`src/rtl/video_timing_gen.sv`:
```
// 800x600@60 video timing generator with a 3-stage output aligner for the TMDS path.
// Optional `VIDEO_BORDER_EN forces a 1-pixel white border onto the active picture.
module video_timing_gen #(
   parameter logic [10:0] H_SYNC  = 11'd128,
   parameter logic [10:0] H_BACK  = 11'd88,
   parameter logic [10:0] H_DISP  = 11'd800,
   parameter logic [10:0] H_FRONT = 11'd40,
   parameter logic [10:0] V_SYNC  = 11'd4,
   parameter logic [10:0] V_BACK  = 11'd23,
   parameter logic [10:0] V_DISP  = 11'd600,
   parameter logic [10:0] V_FRONT = 11'd1
) (
   input  logic        pixel_clk,
   input  logic        sys_rst_n,
   input  logic [23:0] pixel_data,
   output logic [10:0] pixel_xpos,
   output logic [10:0] pixel_ypos,
   output logic        data_req,
   output logic        video_hs,
   output logic        video_vs,
   output logic        video_de,
   output logic [23:0] video_rgb,
   output logic        frame_start
);

   localparam logic [10:0] H_TOTAL = H_SYNC + H_BACK + H_DISP + H_FRONT;
   localparam logic [10:0] V_TOTAL = V_SYNC + V_BACK + V_DISP + V_FRONT;
   localparam logic [10:0] H_START = H_SYNC + H_BACK;
   localparam logic [10:0] V_START = V_SYNC + V_BACK;
   localparam logic [10:0] H_END   = H_START + H_DISP;
   localparam logic [10:0] V_END   = V_START + V_DISP;

   logic [10:0] h_cnt_p0, v_cnt_p0;
   logic        h_act_p0, v_act_p0, act_p0;
   logic [10:0] xpos_p1, ypos_p1;
   logic        vld_p1, hs_p1, vs_p1, fs_p1;
   logic        vld_p2, hs_p2, vs_p2, fs_p2;
`ifdef VIDEO_BORDER_EN
   logic [10:0] xpos_p2, ypos_p2;

   function automatic logic [23:0] out_rgb(input logic de, input logic [23:0] d,
                                           input logic [10:0] x, input logic [10:0] y);
      if (!de)
         return 24'd0;
      if (x == 11'd0 || x == H_DISP - 11'd1 || y == 11'd0 || y == V_DISP - 11'd1)
         return 24'hFFFFFF;
      return d;
   endfunction
`else
   function automatic logic [23:0] out_rgb(input logic de, input logic [23:0] d);
      return de ? d : 24'd0;
   endfunction
`endif

   // Stage p0: free-running line/frame counters
   always_ff @(posedge pixel_clk or negedge sys_rst_n) begin
      if (!sys_rst_n) begin
         h_cnt_p0 <= '0;
         v_cnt_p0 <= '0;
      end else if (h_cnt_p0 == H_TOTAL - 11'd1) begin
         h_cnt_p0 <= '0;
         v_cnt_p0 <= (v_cnt_p0 == V_TOTAL - 11'd1) ? 11'd0 : v_cnt_p0 + 11'd1;
      end else begin
         h_cnt_p0 <= h_cnt_p0 + 11'd1;
      end
   end

   assign h_act_p0 = (h_cnt_p0 >= H_START) && (h_cnt_p0 < H_END);
   assign v_act_p0 = (v_cnt_p0 >= V_START) && (v_cnt_p0 < V_END);
   assign act_p0   = h_act_p0 && v_act_p0;

   // Stage p1: pixel request towards the colour stage
   always_ff @(posedge pixel_clk or negedge sys_rst_n) begin
      if (!sys_rst_n) begin
         vld_p1  <= 1'b0;
         xpos_p1 <= '0;
         ypos_p1 <= '0;
         hs_p1   <= 1'b0;
         vs_p1   <= 1'b0;
         fs_p1   <= 1'b0;
      end else begin
         vld_p1  <= act_p0;
         xpos_p1 <= act_p0 ? h_cnt_p0 - H_START : 11'd0;
         ypos_p1 <= act_p0 ? v_cnt_p0 - V_START : 11'd0;
         hs_p1   <= h_cnt_p0 < H_SYNC;
         vs_p1   <= v_cnt_p0 < V_SYNC;
         fs_p1   <= (h_cnt_p0 == 11'd0) && (v_cnt_p0 == 11'd0);
      end
   end

   assign data_req   = vld_p1;
   assign pixel_xpos = xpos_p1;
   assign pixel_ypos = ypos_p1;

   // Stage p2: matches the colour stage's register
   always_ff @(posedge pixel_clk or negedge sys_rst_n) begin
      if (!sys_rst_n) begin
         vld_p2 <= 1'b0;
         hs_p2  <= 1'b0;
         vs_p2  <= 1'b0;
         fs_p2  <= 1'b0;
`ifdef VIDEO_BORDER_EN
         xpos_p2 <= '0;
         ypos_p2 <= '0;
`endif
      end else begin
         vld_p2 <= vld_p1;
         hs_p2  <= hs_p1;
         vs_p2  <= vs_p1;
         fs_p2  <= fs_p1;
`ifdef VIDEO_BORDER_EN
         xpos_p2 <= xpos_p1;
         ypos_p2 <= ypos_p1;
`endif
      end
   end

   // Output stage: sync, enable and pixel leave together
   always_ff @(posedge pixel_clk or negedge sys_rst_n) begin
      if (!sys_rst_n) begin
         video_hs    <= 1'b0;
         video_vs    <= 1'b0;
         video_de    <= 1'b0;
         video_rgb   <= '0;
         frame_start <= 1'b0;
      end else begin
         video_hs    <= hs_p2;
         video_vs    <= vs_p2;
         video_de    <= vld_p2;
`ifdef VIDEO_BORDER_EN
         video_rgb   <= out_rgb(vld_p2, pixel_data, xpos_p2, ypos_p2);
`else
         video_rgb   <= out_rgb(vld_p2, pixel_data);
`endif
         frame_start <= fs_p2;
      end
   end

endmodule

```
`config.mk`:
```
export PLATFORM = sky130hd
export DESIGN_NAME = video_timing_gen
export DESIGN_NICKNAME = d
export VERILOG_FILES = /design/src/rtl/video_timing_gen.sv
export SDC_FILE = /design/constraint.sdc
export NUM_CORES = 1
export LEC_CHECK = 0
export CAP_MARGIN = 20
export CORE_MARGIN = 5
export CORE_UTILIZATION = 53
export DETAILED_ROUTE_END_ITERATION = 7
export GPL_TIMING_DRIVEN = 0
export PLACE_DENSITY_LB_ADDON = 0.2
export SYNTH_ARGS = -nofsm -noshare
export SYNTH_HDL_FRONTEND = slang
export SYNTH_SLANG_ARGS = --single-unit
export TNS_END_PERCENT = 5
```
`constraint.sdc`:
```
create_clock -name pixel_clk -period 4.8 [get_ports pixel_clk]
set_input_delay 1.44 -clock pixel_clk [delete_from_list [all_inputs] [get_ports pixel_clk]]
set_output_delay 1.44 -clock pixel_clk [all_outputs]
set_load 0.03 [all_outputs]
```
# Yosys cells after proc, flatten, opt, wreduce, memory -nomap -nowiden
# Cells that the tools add are included.
totals:
  register_bits: 80
  output_inout_bits: 51
  wordCells: 40
  in_bits: 26
classes:
  n_lt_le_gt_ge: 6
  n_reduce_logical: 6
  add_sub_neg: 4
  n_eq_ne: 2
  n_mux: 5
ops:
  columns: ["operator", "count"]
  rows:
  - ["11-bit 2-to-1 mux", 4]
  - ["24-bit 2-to-1 mux", 1]
  - ["11-bit by 1-bit adder with 11-bit output, second input constant", 2]
  - ["11-bit logical NOT", 2]
  - ["11-bit by 10-bit less-than comparator with 1-bit output, second input constant", 2]
  - ["11-bit by 10-bit equality test with 1-bit output, second input constant", 1]
  - ["11-bit equality test, second input constant", 1]
  - ["11-bit by 5-bit >= comparator with 1-bit output, second input constant", 1]
  - ["11-bit by 8-bit >= comparator with 1-bit output, second input constant", 1]
  - ["11-bit by 3-bit less-than comparator with 1-bit output, second input constant", 1]
  - ["11-bit by 8-bit less-than comparator with 1-bit output, second input constant", 1]
  - ["11-bit by 5-bit subtractor with 11-bit output, second input constant", 1]
  - ["11-bit by 8-bit subtractor with 11-bit output, second input constant", 1]
  - ["1-bit logical AND", 4]

# Logic depth before layout (Yosys ltp)
logic_depth:
  word_depth: 4
  mapped_depth: 7
  depth_no_buf: 5

# Worst setup path after synthesis
# Ideal clock, no wire load.
synth_timing:
  path_kind: "register to output"
  startpoint: "reg vld_p1 (netlist: data_req)"
  endpoint: "out data_req"
  arrival_ns: 0.479
  slack_ns: 2.881
  stages_incl_launch_ff: 1
  path_buffers: 0
  required_ns: 3.360
  path_cell_list: "dfrtp_1"
synth_rtl:
  columns: ["element", "line", "rtl"]
  rows:
  - ["start, declared", "36", "logic vld_p1, hs_p1, vs_p1, fs_p1;"]
  - ["start signal, assigned", "82", "vld_p1 <= act_p0;"]
  - ["end, declared", "18", "output logic data_req,"]
# No word-level cell between the ends.

# Worst setup path after layout
layout_timing:
  startpoint: "reg vld_p1 (netlist: data_req)"
  endpoint: "out data_req"
# No word-level cell between the ends.

==> key figures <==
Floorplanning
  • Die Wd: 88.2 um
  • Die Area: between 7000 and 8000 um^2
  • Die H: between 80 and 90 um
  • I/O pins: 77
  • Row cnt: 28
  • Initial core utilization: 0.548
  • Core box area: a little under 6000 um^2

STA
  • Hold Slack: 352 ps
  • Fin crit period: 2820 ps
  • Slew Viols, Final: 0
  • Peak Freq: 0.355 GHz
  • Clk_skew: roughly 8 ps
  • Setup tns final: 0 ps
  • Final Cycle Share: 0.587
  • Rel. slew slack: 0.710
  • Fin. Hold Viols: 0
  • Slew of the pin with the lowest slew margin: about 430 ps
  • RSZ-0062 raised after global routing: false
  • # setup viols final: 0

Finish
  • Most common cell after layout, fill and taps aside: dfrtp_1
  • Final Non-Filler Cells: between 400 and 500
  • Share of post-route cells with drive strength above 1: 0.0907
  • # diodes: 0
  • Area growth syn-to-layout: 34.9%
  • Most frequent cells in the layout: dfrtp_1 (80), clkdlybuf4s50_1 (75), nor2_1 (35)
  • Layout net count: 401

Worst setup path
  • Worst r2r dst: v_cnt_p0[0]
  • FF-to-FF Start: v_cnt_p0[0]
  • Worst Path Arrival: 1380 ps
  • Critical Setup Path Class: register to output pin
  • Worst setup SP type: register
  • Crit-path max FO: 2
  • Worst path depth: 1
  • Delay-heaviest family, CP: buffers and inverters
  • Capturing element type of the critical path: output pin
  • Crit-path cells: clkdlybuf4s50_1
  • Req. time, crit path: 3360 ps
  • Buffers and inverters on the worst path: 1
  • CP peak stage delay: 690 ps
  • Slowest-stage cell, CP: clkdlybuf4s50_1
  • Reg2Reg Setup Slack: 2580 ps
  • R2R depth: 5

Yosys
  • Async S/R FF share, synth: 1.00
  • Mapped cell area: 3240 um^2
  • Unique masters post-synth: 39
  • EDFF count, synth: 0
  • Register area share after synthesis: 0.617
  • Main synth FF type: dfrtp_1
  • Syn Area/Cell: 11.5 um^2
  • Yosys reg bits: 80
  • Yosys warns: 0
  • Mapped Nets: 313
  • Cells after Synth: 282

Routing
  • Final ANT Viol Nets: 0
  • Detailed-route wire length per cell: 15.2 um
  • DR pass1 iterations: 4
  • Wirelength, routed: 6840 um
  • Initial DRC count: 109
  • Via count: 2357
  • Vias per Instance: 5.24
  • # DRC: 0

Clock network
  • Post-CTS setup buffer count: 0
  • Post-CTS sizing: 0
  • Root buf cell: clkbuf_8
  • Total clock sinks: 80
  • Clk pin slew, worst setup/hold paths: 70 ps
  • CTS tree: yes
  • Hold buffers post-CTS: 0
  • Later-pin clock latency in the skew report: 340 ps
  • Max clock buf depth: 2
  • H-Tree Depth: 3
  • CTS Buf Count: 9

Global routing
  • Largest net degree at the start of global routing: 56
  • Overflow after GRT: 0
  • Vias in the first global route: approximately 2300
  • First-pass GRT wire length: 11400 um
  • Initial antenna violation count: 0
  • Global-route usage over all layers: 0.190

Placement
  • RePlAce Congestion: around 0.85
  • Buffers on Ports: 76
  • Inst Count DP: 434
  • DP HPWL: 4770 um

Worst hold path
  • Worst Hold Launch: fs_p2
  • Hold-critical path endpoint: frame_start
  • Hold crit path type: register to register
  • Hold Crit Depth: 0

Pwr
  • LEAKAGE: 2.08 nW
  • Pwr/cell area: between 300 and 400 nW/um^2
  • Max VDD drop: 180 uV
  • Power consumption: 1.31 mW

Run status
  • Status: finished, final reports clean

Job
  • Total of max-cap violations: 0
==> stage by stage <==
| stage | cell area (um^2) | util | setup slack [ps] |
|---|---|---|---|
| 2_1_floorplan | 3240 | - | 2880 |
| 3_3_place_gp | 4100 | 0.692 | -394 |
| 3_5_place_dp | 4120 | 0.697 | 2340 |
| 4_1_cts | 4380 | 0.739 | 1960 |
| 5_1_grt | 4380 | 0.739 | 1920 |
| 6_report | 4380 | 0.739 | 1980 |
==> cell usage after synthesis (2+ instances only) <==
master,number,area share
a21oi_1,5,0.0077
a22o_1,5,0.013
a31oi_1,2,0.0039
and2_1,25,0.048
and3_1,3,0.0058
and4_1,2,0.0054
buf_2,4,0.0062
buf_6,3,0.010
clkbuf_1,12,0.014
dfrtp_1,80,0.62
ha_1,5,0.019
inv_1,8,0.0093
nand2_1,9,0.010
nand3_1,7,0.011
nand4_1,7,0.013
nor2_1,35,0.040
nor2b_1,4,0.0077
nor3_1,7,0.011
nor3_2,2,0.0062
nor4_1,6,0.012
o211a_1,3,0.0093
o21ai_0,10,0.015
or2_2,2,0.0039
xnor2_1,5,0.013
xor2_1,17,0.046
==> layout make-up <==
class | count | area, um^2
multi-input cells | 174 | 1110
fillers | 404 | 1540
clock buffers | 10 | 138
well taps | 75 | 93.8
clock inverters | 6 | 116
plain buffers | 20 | 104
repair buffers | 77 | 786
flip-flops and latches | 80 | 2000
inverters | 8 | 30.0
==> cells by family after synthesis <==
logic type,Yosys count,synth area share
adder cells (fa/ha/maj),5,0.0193
AO/OA/AOI/OAI,30,0.0625
buffers and inverters,28,0.0413
flip-flops,80,0.617
XOR/XNOR,22,0.0594
AND/OR/NAND/NOR,115,0.194
multiplexers,2,0.00656
==> state kept, by name, indices dropped and copies added, names as in the netlist, 11 cells and up <==
name	count
pixel_xpos	11
h_cnt_p0	11
v_cnt_p0	11
video_rgb	24
pixel_ypos	11
==> per-layer routing <==
metal	share of wire	routed length, um	track usage
met1	0.44	3000	0.263
met4	0.017	116	0.0714
met2	0.46	3140	0.299
met3	0.084	576	0.0391
met5	0	0	0
==> worst max-delay path by stage <==
stage                     slack, ps       endpoint          start
final                          1980       data_req       data_req
after global routing           1920       data_req       data_req
after CTS                      1960       data_req       data_req
after detailed placement       2340  pixel_xpos[8]  pixel_xpos[8]
after global placement         -390  pixel_xpos[1]      sys_rst_n
after floorplan                2880       data_req       data_req
==> power breakdown <==
group / total (mW) / internal, mW / switching (mW)
registers: 0.673 / 0.673 / 0
logic: 0.0346 / 0.0196 / 0.0149
clock network: 0.607 / 0.362 / 0.244
total: 1.31 / 1.06 / 0.259
Power figures use the tool's default switching activity.
